## src/rtl/ysyx_22041461_mem.sv

```systemverilog
// MEM stage: one outstanding load/store on a 64-bit data bus,
// with lane shifting, byte masks and load extension.
module ysyx_22041461_mem (
    input  logic        clk,
    input  logic        rst,
    input  logic        MEM_valid_in,
    input  logic [63:0] MEM_EXE_in,
    input  logic [63:0] MEM_rs2_in,
    input  logic [3:0]  MEM_ctrl_in,
    input  logic        MEM_ready_in,
    output logic        mem_req,
    output logic        mem_wen,
    output logic [63:0] mem_addr,
    output logic [63:0] mem_wdata,
    output logic [7:0]  mem_wmask,
    input  logic        mem_rsp_valid,
    input  logic [63:0] mem_rdata,
    output logic [63:0] MEM_data_out,
    output logic        MEM_valid_out,
    output logic        MEM_stall_req
);

    typedef enum logic [1:0] {
        IDLE = 2'd0,
        BUSY = 2'd1,
        DONE = 2'd2
    } state_t;

    localparam logic [3:0] OP_LB  = 4'd1;
    localparam logic [3:0] OP_LH  = 4'd2;
    localparam logic [3:0] OP_LW  = 4'd3;
    localparam logic [3:0] OP_LD  = 4'd4;
    localparam logic [3:0] OP_LBU = 4'd5;
    localparam logic [3:0] OP_LHU = 4'd6;
    localparam logic [3:0] OP_LWU = 4'd7;
    localparam logic [3:0] OP_SB  = 4'd8;
    localparam logic [3:0] OP_SH  = 4'd9;
    localparam logic [3:0] OP_SW  = 4'd10;
    localparam logic [3:0] OP_SD  = 4'd11;

    state_t      state;
    state_t      state_n;
    logic [63:0] addr_q;
    logic [3:0]  op_q;
    logic [63:0] data_q;
    logic [63:0] result_q;

    logic        op_real;
    logic        capture;
    logic        complete;
    logic        is_store;
    logic [5:0]  shamt;
    logic [63:0] field;
    logic [63:0] load_ext;
    logic [7:0]  mask_base;
    logic [7:0]  mask_lane;

    assign op_real  = (MEM_ctrl_in != 4'd0) && (MEM_ctrl_in <= OP_SD);
    assign capture  = (state == IDLE) && MEM_valid_in && op_real;
    assign complete = (state == BUSY) && mem_rsp_valid;
    assign is_store = op_q[3];
    assign shamt    = {addr_q[2:0], 3'b000};
    assign field    = mem_rdata >> shamt;

    always_comb begin
        load_ext = field;
        unique case (op_q)
            OP_LB:   load_ext = {{56{field[7]}}, field[7:0]};
            OP_LH:   load_ext = {{48{field[15]}}, field[15:0]};
            OP_LW:   load_ext = {{32{field[31]}}, field[31:0]};
            OP_LBU:  load_ext = {56'd0, field[7:0]};
            OP_LHU:  load_ext = {48'd0, field[15:0]};
            OP_LWU:  load_ext = {32'd0, field[31:0]};
            default: load_ext = field;
        endcase
    end

    always_comb begin
        mask_base = 8'h00;
        unique case (op_q)
            OP_SB:   mask_base = 8'h01;
            OP_SH:   mask_base = 8'h03;
            OP_SW:   mask_base = 8'h0F;
            OP_SD:   mask_base = 8'hFF;
            default: mask_base = 8'h00;
        endcase
    end

    // Lanes beyond byte 7 fall off the 8-bit result.
    assign mask_lane = mask_base << addr_q[2:0];
    assign mem_addr  = {addr_q[63:3], 3'b000};
    assign mem_wdata = data_q << shamt;

    always_ff @(posedge clk or negedge rst) begin
        if (!rst) begin
            state    <= IDLE;
            addr_q   <= 64'd0;
            op_q     <= 4'd0;
            data_q   <= 64'd0;
            result_q <= 64'd0;
        end else begin
            state <= state_n;
            if (capture) begin
                addr_q <= MEM_EXE_in;
                op_q   <= MEM_ctrl_in;
                data_q <= MEM_rs2_in;
            end
            if (complete) begin
                result_q <= is_store ? 64'd0 : load_ext;
            end
        end
    end

    always_comb begin
        state_n       = state;
        mem_req       = 1'b0;
        mem_wen       = 1'b0;
        mem_wmask     = 8'h00;
        MEM_data_out  = 64'd0;
        MEM_valid_out = 1'b0;
        MEM_stall_req = 1'b0;
        unique case (state)
            IDLE: begin
                if (capture) begin
                    state_n       = BUSY;
                    MEM_stall_req = rst;
                end else begin
                    MEM_valid_out = MEM_valid_in & rst;
                end
            end
            BUSY: begin
                mem_req       = 1'b1;
                mem_wen       = is_store;
                mem_wmask     = is_store ? mask_lane : 8'h00;
                MEM_stall_req = 1'b1;
                if (mem_rsp_valid) begin
                    state_n = DONE;
                end
            end
            DONE: begin
                MEM_valid_out = 1'b1;
                MEM_data_out  = result_q;
                MEM_stall_req = !MEM_ready_in;
                if (MEM_ready_in) begin
                    state_n = IDLE;
                end
            end
            default: state_n = IDLE;
        endcase
    end

endmodule

```

## config.mk

```make
export PLATFORM = sky130hd
export DESIGN_NAME = ysyx_22041461_mem
export DESIGN_NICKNAME = d
export VERILOG_FILES = /design/src/rtl/ysyx_22041461_mem.sv
export SDC_FILE = /design/constraint.sdc
export NUM_CORES = 1
export LEC_CHECK = 0
export BUFFER_PORTS_ARGS = -buffer_cell sky130_fd_sc_hd__buf_2
export CAP_MARGIN = 20
export CORE_MARGIN = 2
export CORE_UTILIZATION = 52
export DETAILED_ROUTE_END_ITERATION = 16
export GPL_TIMING_DRIVEN = 0
export PLACE_DENSITY = 0.93
export SETUP_SLACK_MARGIN = 0.02
export SLEW_MARGIN = 10
export SYNTH_ARGS = -nofsm -noshare
export SYNTH_HDL_FRONTEND = slang
export SYNTH_SLANG_ARGS = --single-unit
```

## constraint.sdc

```tcl
create_clock -name clk -period 3.33 [get_ports clk]
set_input_delay 0.666 -clock clk [delete_from_list [all_inputs] [get_ports clk]]
set_output_delay 0.666 -clock clk [all_outputs]
set_load 0.1 [all_outputs]
```

==> run_results.csv <==
group,metric,value,unit
synth,syn_inst,1147,
status,outcome,"finished clean",
timing,setup_viol,0,
worst_setup_path,end_kind,"output pin",
finish,drive_gt1_share,51.8,%
synth,synth.most_common_cell,"dfrtp_1",
clock_tree,cts-root-buf,"clkbuf_16",
worst_setup_path,critical_path_class,"register to output pin",
synth,synth-edff-count,0,
synth,synth_ff_type,"dfrtp_1",
timing,timing.slew.headroom,41.0,%
flow_run,maxCapViolCount,0,
routing,detail-route-antenna-nets,0,
timing,skew,0.0218,ns
timing,period_share,99.8,%
worst_setup_path,required,2.66,ns
finish,area_growth_syn_to_layout,29.7,%
routing,post-route-drc-count,0,
routing,via_per_inst,6.12,
global_route,grt_max_degree,112,
clock_tree,clkTransAtPathRegs,0.08,ns
routing,drt-total-wl,48300,um
finish,final_cells,1868,
finish,final_core_util,68.9,%
placed_design,gp_congestion,0.988,
timing,hold_violations,0,
clock_tree,clk_latency,0.45,ns
synth,yosysUniqueCellTypes,51,
timing,grt_setup_unrepaired,"yes",
finish,fill_cells,1687,
synth,synth_top_area_share,41.1,%
placed_design,dp_worst_setup_slack,-0.544,ns
worst_setup_path,arrival,2.66,ns
global_route,antenna_found_initial,2,
routing,wl_per_cell,25.8,um
clock_tree,htree_levels,4,
worst_setup_path,crit_chain,"buf_2, clkinv_1, clkbuf_1, clkbuf_2, and3_2, buf_4",
synth,ys_seq_elements,198,
floorplan,core.rowCount,55,
clock_tree,post-cts-setup-buffers,0,
synth,synth_top_cell_by_area,"dfrtp_1",
floorplan,die_w,156,um
clock_tree,cts_tree,"done",
floorplan,io_pins,405,
synth,netlist_top_cells_count,"dfrtp_1 (198), mux2_2 (162), nand2_1 (134)",
timing,worst_pin_slew,0.885,ns
floorplan,start_util,53.1,%
clock_tree,cts_buffer_depth,2,
synth,synth-async-reset-ratio,100,%
clock_tree,cts-buffers-inserted,17,
worst_setup_path,crit_path_top_delay_cell,"clkbuf_2",
timing,worst_slack,0.00830,ns
global_route,grt.total_usage,39.1,%
placed_design,dpl.hpwl,36900,um
timing,drv_slew,0,
worst_setup_path,slowest_delay,0.48,ns
synth,yosysWarnings,0,
global_route,grt_overflow,0,
routing,vias,11441,
synth,netlist_top_cells_area,"dfrtp_1 (41%), mux2_2 (15%), mux4_2 (6.7%)",
worst_setup_path,setup.worst_path.start_class,"register",
synth,syn_area_per_cell,10.5,um^2
floorplan,die-height,156,um
routing,firstDrtPassIters,6,
timing,clock.fmax,0.301,GHz
worst_setup_path,path_max_fanout,10,
routing,drtIter0Drc,1199,
timing,fin_crit,3.32,ns
floorplan,die-area,0.0244,mm^2
clock_tree,cts.sinks,198,
hold_path,hp-class,"input pin to asynchronous set/reset pin",
timing,whs,0.281,ns
synth,synth_area,0.0121,mm^2
synth,ys_seq_area_share,41.1,%
global_route,grt_pass1_wl,70000,um
placed_design,place_inst,1836,
finish,layout.nets,1768,
placed_design,portBuffers,401,
global_route,grt_pass1_vias,11826,
floorplan,core_area,0.0227,mm^2
[worst paths after layout]
| path | startpoint | end | slack [ns] | cells after the start |
|---|---|---|---|---|
| max | addr_q[2] | mem_wmask[2] | 0.008 | 6 |
| min | rst | result_q[18] | 0.28 | 1 |
| max reg2reg | op_q[1] | result_q[45] | 0.80 | 7 |
| min reg2reg | result_q[1] | result_q[1] | 0.48 | 2 |
| max in group asynchronous | rst | data_q[32] | 2.11 | 2 |
| min in group clk | MEM_ready_in | state[1] | 0.43 | 2 |
[sequential cells by signal, indices dropped and copies added, names as in the netlist]
register	count
state	2
data_q	64
result_q	64
op_q	4
addr_q	64
[what timing repair did]
item,CTS,global route
pin swaps,0,1
resized for setup,121,51
setup endpoints to repair,72,117
hold buffers,0,0
[layout by cell type (no fill, tap or decap), types with 5 or more instances in the layout]
| master | count |
|---|---|
| clkbuf_1 | 36 |
| buf_2 | 352 |
| dfrtp_1 | 198 |
| and2_0 | 5 |
| nor2_1 | 39 |
| clkbuf_16 | 17 |
| o21ai_2 | 14 |
| buf_8 | 6 |
| a2bb2oi_1 | 8 |
| inv_1 | 5 |
| a32o_1 | 6 |
| buf_4 | 108 |
| o31ai_2 | 14 |
| a21oi_1 | 36 |
| a21oi_2 | 6 |
| nand2b_1 | 6 |
| nand2_1 | 134 |
| nor2_2 | 10 |
| buf_12 | 5 |
| a31oi_1 | 16 |
| o21ai_0 | 69 |
| buf_6 | 23 |
| mux2_2 | 162 |
| clkbuf_2 | 14 |
| clkbuf_4 | 12 |
| mux2i_1 | 51 |
| mux4_2 | 36 |
| a221o_1 | 16 |
| nor2b_1 | 5 |
| mux2i_2 | 5 |
| a22oi_1 | 7 |
| and2_1 | 85 |
| o22ai_1 | 11 |
[worst max-delay path: cells and delay by family (launching register included)]
family	cells	cell delay [ns]
simple gates	1	0.26
flops	1	0.35
buf+inv	5	1.60
[cell type report]
type,instances,area [um^2],area share [%]
diodes,3,7.51,0.0480
plain buffers,156,1110,7.08
clock buffers,18,429,2.74
clock inverters,14,161,1.03
inverters,7,30.0,0.192
multi-input cells,785,6350,40.6
flip-flops and latches,198,4950,31.7
well taps,285,357,2.28
repair buffers,402,2250,14.4
[per-layer routing]
layer / wire length (um) / track usage (%) / vias to the layer above
li1: - / - / 4860
met1: 16300 / 43.1 / 5492
met2: 23000 / 64.8 / 861
met3: 5010 / 10.6 / 228
met4: 4010 / 29.2 / 0
met5: 0 / 0 / -
[cell families (layout without fill, tap and decap cells)]
group           after synthesis  count (layout)  share of synthesized area [%]
simple gates                304             304                           12.2
mux                         255             255                           26.6
compound gates              222             222                           12.1
flops                       198             198                           41.1
buf+inv                     166             597                           7.92
other cells                   1               6                         0.0311
xor+xnor                      1               1                         0.0726
[stage by stage]
step,setup TNS [ns],area [um^2]
6_report,0,15700
5_1_grt,-0.0516,15600
4_1_cts,0,15500
3_5_place_dp,-11.56,14600
3_3_place_gp,-349.87,14600
2_1_floorplan,-1.87,12200
Power is not shown: default switching activity piles up to over one toggle a cycle in this logic, so the estimate is an artifact.
